[src/rtl/pc_seq_pkg.sv]
// Shared types and constants for the program-counter sequencer.
// Holds the FSM state enum and the priority encoding of the next-PC select.
package pc_seq_pkg;

  typedef enum logic [1:0] {
    S_BOOT,
    S_RUN,
    S_HALT
  } state_e;

  typedef enum logic [2:0] {
    SEL_HOLD,
    SEL_BOOT,
    SEL_SEQ,
    SEL_TARGET,
    SEL_TRAP
  } pc_sel_e;

  localparam logic [31:0] ILEN           = 32'd4;
  localparam logic [3:0]  CAUSE_MISALIGN = 4'd0;

  // In RUN: halt and stall both hold, then any redirect beats the sequential step.
  function automatic pc_sel_e next_pc_sel(input state_e state,
                                          input logic   halt_req,
                                          input logic   stall,
                                          input logic   resume,
                                          input logic   redirect,
                                          input logic   trap_hit);
    pc_sel_e sel;
    sel = SEL_HOLD;
    case (state)
      S_BOOT: sel = SEL_BOOT;
      S_HALT: sel = resume ? SEL_SEQ : SEL_HOLD;
      default: begin
        if (halt_req || stall) sel = SEL_HOLD;
        else if (redirect)     sel = trap_hit ? SEL_TRAP : SEL_TARGET;
        else                   sel = SEL_SEQ;
      end
    endcase
    return sel;
  endfunction

endpackage

[src/rtl/pc_seq_target_sel.sv]
// Redirect mux for the PC sequencer: jump beats branch, jump bit0 cleared,
// and a misaligned flag when the chosen target has bit1 set.
module pc_seq_target_sel
  import pc_seq_pkg::*;
(
  input  logic        jmp_valid,
  input  logic [31:0] jmp_target,
  input  logic        br_taken,
  input  logic [31:0] br_target,
  output logic [31:0] target,
  output logic        redirect,
  output logic        misaligned
);

  logic unused_jmp_bit0;

  assign unused_jmp_bit0 = jmp_target[0];

  assign target     = jmp_valid ? {jmp_target[31:1], 1'b0} : br_target;
  assign redirect   = jmp_valid | br_taken;
  assign misaligned = redirect & target[1];

endmodule

[src/rtl/pc_sequencer.sv]
// Program counter sequencer: boot entry, sequential/branch/jump/stall/halt, instret.
// Optional misaligned-target trap enabled by macro PC_SEQ_MISALIGN_TRAP_EN.
module pc_sequencer
  import pc_seq_pkg::*;
#(
  parameter logic [31:0] RESET_VECTOR   = 32'h0000_0000,
  parameter logic [31:0] TRAP_VECTOR    = 32'h0000_0100,
  parameter int          BOOT_FROM_PORT = 1,
  parameter int          CNT_W          = 32
) (
  input  logic             clk,
  input  logic             rst_n,
  input  logic [31:0]      boot_addr,
  input  logic             stall,
  input  logic             br_taken,
  input  logic [31:0]      br_target,
  input  logic             jmp_valid,
  input  logic [31:0]      jmp_target,
  input  logic             halt_req,
  input  logic             resume,
  output logic [31:0]      pc_addr,
  output logic [31:0]      pc_plus4,
  output logic             pc_valid,
  output logic [CNT_W-1:0] instret,
  output logic             trap_valid,
  output logic [31:0]      epc
);

  state_e           state, next_state;
  pc_sel_e          sel;
  logic [31:0]      pc, next_pc;
  logic [31:0]      sel_target, redirect_pc, boot_pc;
  logic             redirect, misaligned, trap_hit, retire;
  logic [CNT_W-1:0] instret_q;

  pc_seq_target_sel u_target_sel (
    .jmp_valid  (jmp_valid),
    .jmp_target (jmp_target),
    .br_taken   (br_taken),
    .br_target  (br_target),
    .target     (sel_target),
    .redirect   (redirect),
    .misaligned (misaligned)
  );

`ifdef PC_SEQ_MISALIGN_TRAP_EN
  assign trap_hit    = misaligned;
  assign redirect_pc = sel_target;
`else
  logic unused_misaligned;
  assign unused_misaligned = misaligned;
  assign trap_hit    = 1'b0;
  assign redirect_pc = {sel_target[31:2], 2'b00};
`endif

  assign boot_pc  = (BOOT_FROM_PORT != 0) ? boot_addr : RESET_VECTOR;
  assign pc_plus4 = pc + ILEN;
  assign pc_addr  = pc;
  assign pc_valid = (state == S_RUN);
  assign instret  = instret_q;

  always_comb begin
    sel        = next_pc_sel(state, halt_req, stall, resume, redirect, trap_hit);
    next_pc    = pc;
    next_state = state;
    retire     = 1'b0;
    case (sel)
      SEL_BOOT:   next_pc = boot_pc;
      SEL_SEQ:    begin next_pc = pc_plus4;    retire = 1'b1; end
      SEL_TARGET: begin next_pc = redirect_pc; retire = 1'b1; end
      SEL_TRAP:   next_pc = TRAP_VECTOR;
      default:    next_pc = pc;
    endcase
    case (state)
      S_BOOT:  next_state = S_RUN;
      S_RUN:   if (halt_req) next_state = S_HALT;
      S_HALT:  if (resume)   next_state = S_RUN;
      default: next_state = S_BOOT;
    endcase
  end

  always_ff @(posedge clk or negedge rst_n) begin
    if (!rst_n) begin
      state     <= S_BOOT;
      pc        <= RESET_VECTOR;
      instret_q <= '0;
    end else begin
      state <= next_state;
      pc    <= next_pc;
      if (retire) instret_q <= instret_q + CNT_W'(1);
    end
  end

`ifdef PC_SEQ_MISALIGN_TRAP_EN
  logic [3:0]  trap_cause;
  logic [31:0] epc_q;
  logic        trap_valid_q;
  logic        unused_cause;

  // Cause is fixed today; kept so a future mcause output has a home.
  assign trap_cause   = CAUSE_MISALIGN;
  assign unused_cause = ^trap_cause;

  always_ff @(posedge clk or negedge rst_n) begin
    if (!rst_n) begin
      trap_valid_q <= 1'b0;
      epc_q        <= '0;
    end else begin
      trap_valid_q <= (sel == SEL_TRAP);
      if (sel == SEL_TRAP) epc_q <= pc;
    end
  end

  assign trap_valid = trap_valid_q;
  assign epc        = epc_q;
`else
  assign trap_valid = 1'b0;
  assign epc        = '0;
`endif

endmodule

[config.mk]
export PLATFORM = sky130hd
export DESIGN_NAME = pc_sequencer
export DESIGN_NICKNAME = d
export VERILOG_FILES = /design/src/rtl/pc_seq_pkg.sv /design/src/rtl/pc_seq_target_sel.sv /design/src/rtl/pc_sequencer.sv
export SDC_FILE = /design/constraint.sdc
export NUM_CORES = 1
export LEC_CHECK = 0
export CAP_MARGIN = 20
export CORE_AREA = 2 2 106 108
export CTS_CLUSTER_SIZE = 12
export DETAILED_ROUTE_END_ITERATION = 10
export DIE_AREA = 0 0 108 110
export PLACE_DENSITY_LB_ADDON = 0.2
export SLEW_MARGIN = 15
export SYNTH_ARGS = -nofsm -noshare
export SYNTH_HDL_FRONTEND = slang
export SYNTH_SLANG_ARGS = --single-unit
[constraint.sdc]
create_clock -name clk -period 3.7 [get_ports clk]
set_input_delay 0.74 -clock clk [delete_from_list [all_inputs] [get_ports clk]]
set_output_delay 0.74 -clock clk [all_outputs]
set_load 0.05 [all_outputs]
==> results by group <==
Finish
  – Fillers: 920
  – Area of the multi-input gates: ~2700 um^2
  – Final Util: 63.3%
  – FF+latch area: between 1500 and 2000 um^2
  – Nets: 803
  – Share of layout cells above drive strength 1: 10.7%
  – ANT cells: 0
  – Post-route insts no fill: 843
  – Area Overhead vs Synth: 47.8%

Synth
  – Area contributors post-synth: dfrtp_1 (36%), xnor2_1 (7.3%), buf_4 (5.7%), nand2_1 (3.9%), xor2_1 (3.8%)
  – Synthesized area: between 4000 and 5000 um^2
  – Mapped Cells: between 500 and 600
  – Cell taking the most area after synthesis: dfrtp_1
  – Multiplexer share of the synthesized area: under 10%
  – Most common flop cell mapped by yosys: dfrtp_1
  – YS warnings: 0
  – Post-synthesis register bit count: 66
  – Area share of the largest cell type after synthesis: a little over a third
  – Top post-synthesis cells by count: dfrtp_1 (66), nand2_1 (47), xnor2_1 (38), buf_4 (35), nor2_1 (28)
  – Dominant cell by count in the synthesized netlist: dfrtp_1
  – Simple-gate share of the synthesized area: between 10% and 20%
  – Xor and xnor area share after synthesis: around 11%
  – Avg Inst Size Synth: ~9 um^2
  – Post-synth EDFFs: 0
  – Post-Synth Adder-Cell Area: less than 1%
  – Netlist cell types: 59
  – Post-synthesis sequential area ratio: between 30% and 40%
  – Asr flop ratio synth: 100%
  – Synth Area in Compound Gates: between 15 and 20%
  – Largest family of logic cells by synthesized area: simple AND/OR/NAND/NOR gates

CTS
  – Clock tree buffer depth: 2
  – Setup Buffers After CTS: 0
  – Post-CTS Hold Buffers: 0
  – Clock tree sinks: 66
  – H-tree levels: 3
  – TritonCTS buffer count: 9
  – Clk slew on worst S/H paths: 0.08 ns
  – CTS tree: done
  – CTS Root Cell: clkbuf_8
  – Clock Latency Late Sink: 0.36 ns
  – CTS resizes: 0

Timing
  – Worst-Margin Slew: slightly below 0.9 ns
  – Slew HR: 40.9%
  – Hold WS: around 0.48 ns
  – Final Setup Violations: 0
  – Final setup TNS: 0 ns
  – Final hold vios: 0
  – Fmax: ~0.28 GHz
  – Final period util: between 90% and 100%
  – Final Max Slew Viols: 0
  – Unrepaired setup endpoints after global routing: no
  – Period minus WS final: approximately 3.5 ns
  – Final Skew: 0.0107 ns

Die
  – Die X-Extent: around 110 um
  – Top Ports: 233
  – # rows: 38
  – Die height: about 110 um
  – Initial Utilization: between 40% and 50%
  – Core area: 10700 um^2
  – Die area: 11900 um^2

Run status
  – Status: finished clean

Routing
  – Via Count: 4629
  – Detailed Route Iter0 Violations: between 200 and 300
  – Residual DRC count: 0
  – Drt total wl: 14700 um
  – Vias/cell: about 5.5
  – DR WL/cell: roughly 17 um
  – ANT nets after route: 0
  – Drt pass-1 iters: 7

Global route
  – First-pass GRT wire length: around 23000 um
  – Met1 usage: roughly 30%
  – Largest net degree at the start of global routing: 67
  – Grt met3 use: under 10%
  – Number of global-route vias before repair: 4394
  – Total GRT Usage: 24.6%
  – GR Overflow Total: 0
  – Antenna violations before repair: 0
  – M2 GR Usage: between 40 and 50%
  – Top Usage Layer GRT: met2

Setup path
  – Slowest cell on the critical path: clkdlybuf4s50_1
  – Delay-heaviest family, CP: buffers and inverters
  – Worst setup SP type: flop
  – Reg-to-reg endpoint: pc_addr[28]$_DFFE_PN0P_
  – Reg2Reg Depth: 6
  – Critical path type: flop to output pin
  – Most used cell, CP: nand2_1
  – Buffers & Inverters on Critical Path: 1
  – CP arrival: approximately 2.8 ns
  – Required @ worst endpoint: 2.96 ns
  – CP endpoint kind: output pin
  – Worst Path Max Fanout: 5
  – FF-to-FF Start: pc_addr[5]$_DFFE_PN0P_
  – Flop2flop setup slack: approximately 1.2 ns
  – Worst path max stage delay: roughly 0.84 ns
  – Worst path cell trace: ha_1 -> nand2_1 -> nor3_1 -> nand2_1 -> xnor2_1 -> clkdlybuf4s50_1

Power
  – Peak VDD IR: about 0.73 mV
  – Switching share of total power: 56.0%
  – Power density cells: between 800 and 900 nW/um^2
  – Clock group share of total power: 9.9%
  – Seq pwr share: 22.5%
  – Sw Pwr: between 3000 and 4000 uW
  – Cell Int Power: around 2500 uW
  – Leak: 0.00277 uW
  – Gate power share: about two thirds

Min path
  – Hold endpoint: instret[31]$_DFFE_PN0N_
  – Hold Path Depth: 1
  – Worst Hold Launch: instret[31]$_DFFE_PN0N_
  – Hold crit path type: flop to flop

Place
  – Gpl congestion: ~0.8
  – Detail Placement HPWL: between 10000 and 15000 um
  – Buffers added on ports: between 150 and 200
  – Placed cells: 827

Flow run
  – Max-cap viol count: 0
[kinds of logic after synthesis]
kind of cell | after synthesis
other | 1
DFF | 66
muxes | 30
xor gates and xnor gates | 58
adders and majority gates | 2
buffers and inverters | 67
AOI/OAI and AO/OA | 114
and+or+nand+nor | 171
[power groups by stage]
stage          logic, uW  registers, uW  clock network (uW)
6_report            3850           1280                 567
5_1_grt             4050           1330                 613
4_1_cts             3860           1280                 576
3_5_place_dp        3830           1290                   0
3_3_place_gp        3810           1270                   0
2_1_floorplan       1910           1860                   0
[worst max path at each step]
| stage | endpoint | cells past startpoint | from | slack [ns] |
|---|---|---|---|---|
| floorplan | pc_plus4[28] | 5 | pc_addr[11]$_DFFE_PN0P_ | 0.16 |
| global placement | pc_addr[12]$_DFFE_PN0P_ | 7 | halt_req | 0.60 |
| detailed placement | pc_plus4[12] | 6 | pc_addr[2]$_DFFE_PN0P_ | 0.57 |
| CTS | pc_plus4[12] | 6 | pc_addr[2]$_DFFE_PN0P_ | 0.18 |
| global route | pc_plus4[12] | 6 | pc_addr[2]$_DFFE_PN0P_ | 0.02 |
| finish | pc_plus4[12] | 6 | pc_addr[2]$_DFFE_PN0P_ | 0.16 |
[registers in the layout, summed over array words and instances, names as in the netlist]
name and count:
instret 32, pc_addr 32, state 2
[worst reg2reg max path, cell delays in order, from the launching register on]
cell and delay [ns]:
dfrtp_1 0.47, nand4_1 0.22, buf_4 0.23, or4_4 0.53, or3_4 0.41, and3_1 0.18
or3_1 0.36
[cell usage in the layout (no fill, tap or decap), drive strengths merged, types with 4 or more instances in the layout]
cell / instances
mux2: 14
a22oi: 8
o2bb2ai: 5
or3: 4
a31oi: 8
o22ai: 4
nand3: 26
and3: 10
o22a: 4
xnor2: 38
clkdlybuf4s50: 174
buf: 34
o21a: 8
a2bb2oi: 6
conb: 33
clkbuf: 9
dfrtp: 66
nor2: 28
nand4: 17
mux2i: 16
o21ai: 20
nand2: 47
nor3: 13
nor4: 11
a211oi: 5
a21oi: 19
inv: 7
o31a: 7
xor2: 20
a221oi: 4
[layer usage]
metal,wire length (um),vias up,share of wire [%]
met3,1050,23,7.1
met1,5910,2226,40
li1,-,2178,-
met4,229,0,1.6
met2,7550,202,51
met5,0,-,0
[layout make-up]
| cell class | instances | area share, % |
|---|---|---|
| Clock buffer | 9 | 1.83 |
| Sequential cell | 66 | 24.4 |
| Tap cell | 140 | 2.59 |
| Timing Repair Buffer | 208 | 30.7 |
| Clock inverter | 7 | 0.795 |
| Inverter | 5 | 0.277 |
| Multi-Input combinational cell | 408 | 39.4 |
[through the flow]
stage	cell area, um^2	power [uW]	setup WS (ns)
final	6770	5700	0.158
after CTS	6770	5710	0.178
after detailed placement	6590	5120	0.571
after global routing	6770	5990	0.0220
after floorplan	4700	3770	0.155
after global placement	6590	5080	0.602
Note: power is estimated with default switching activity, not from simulation.
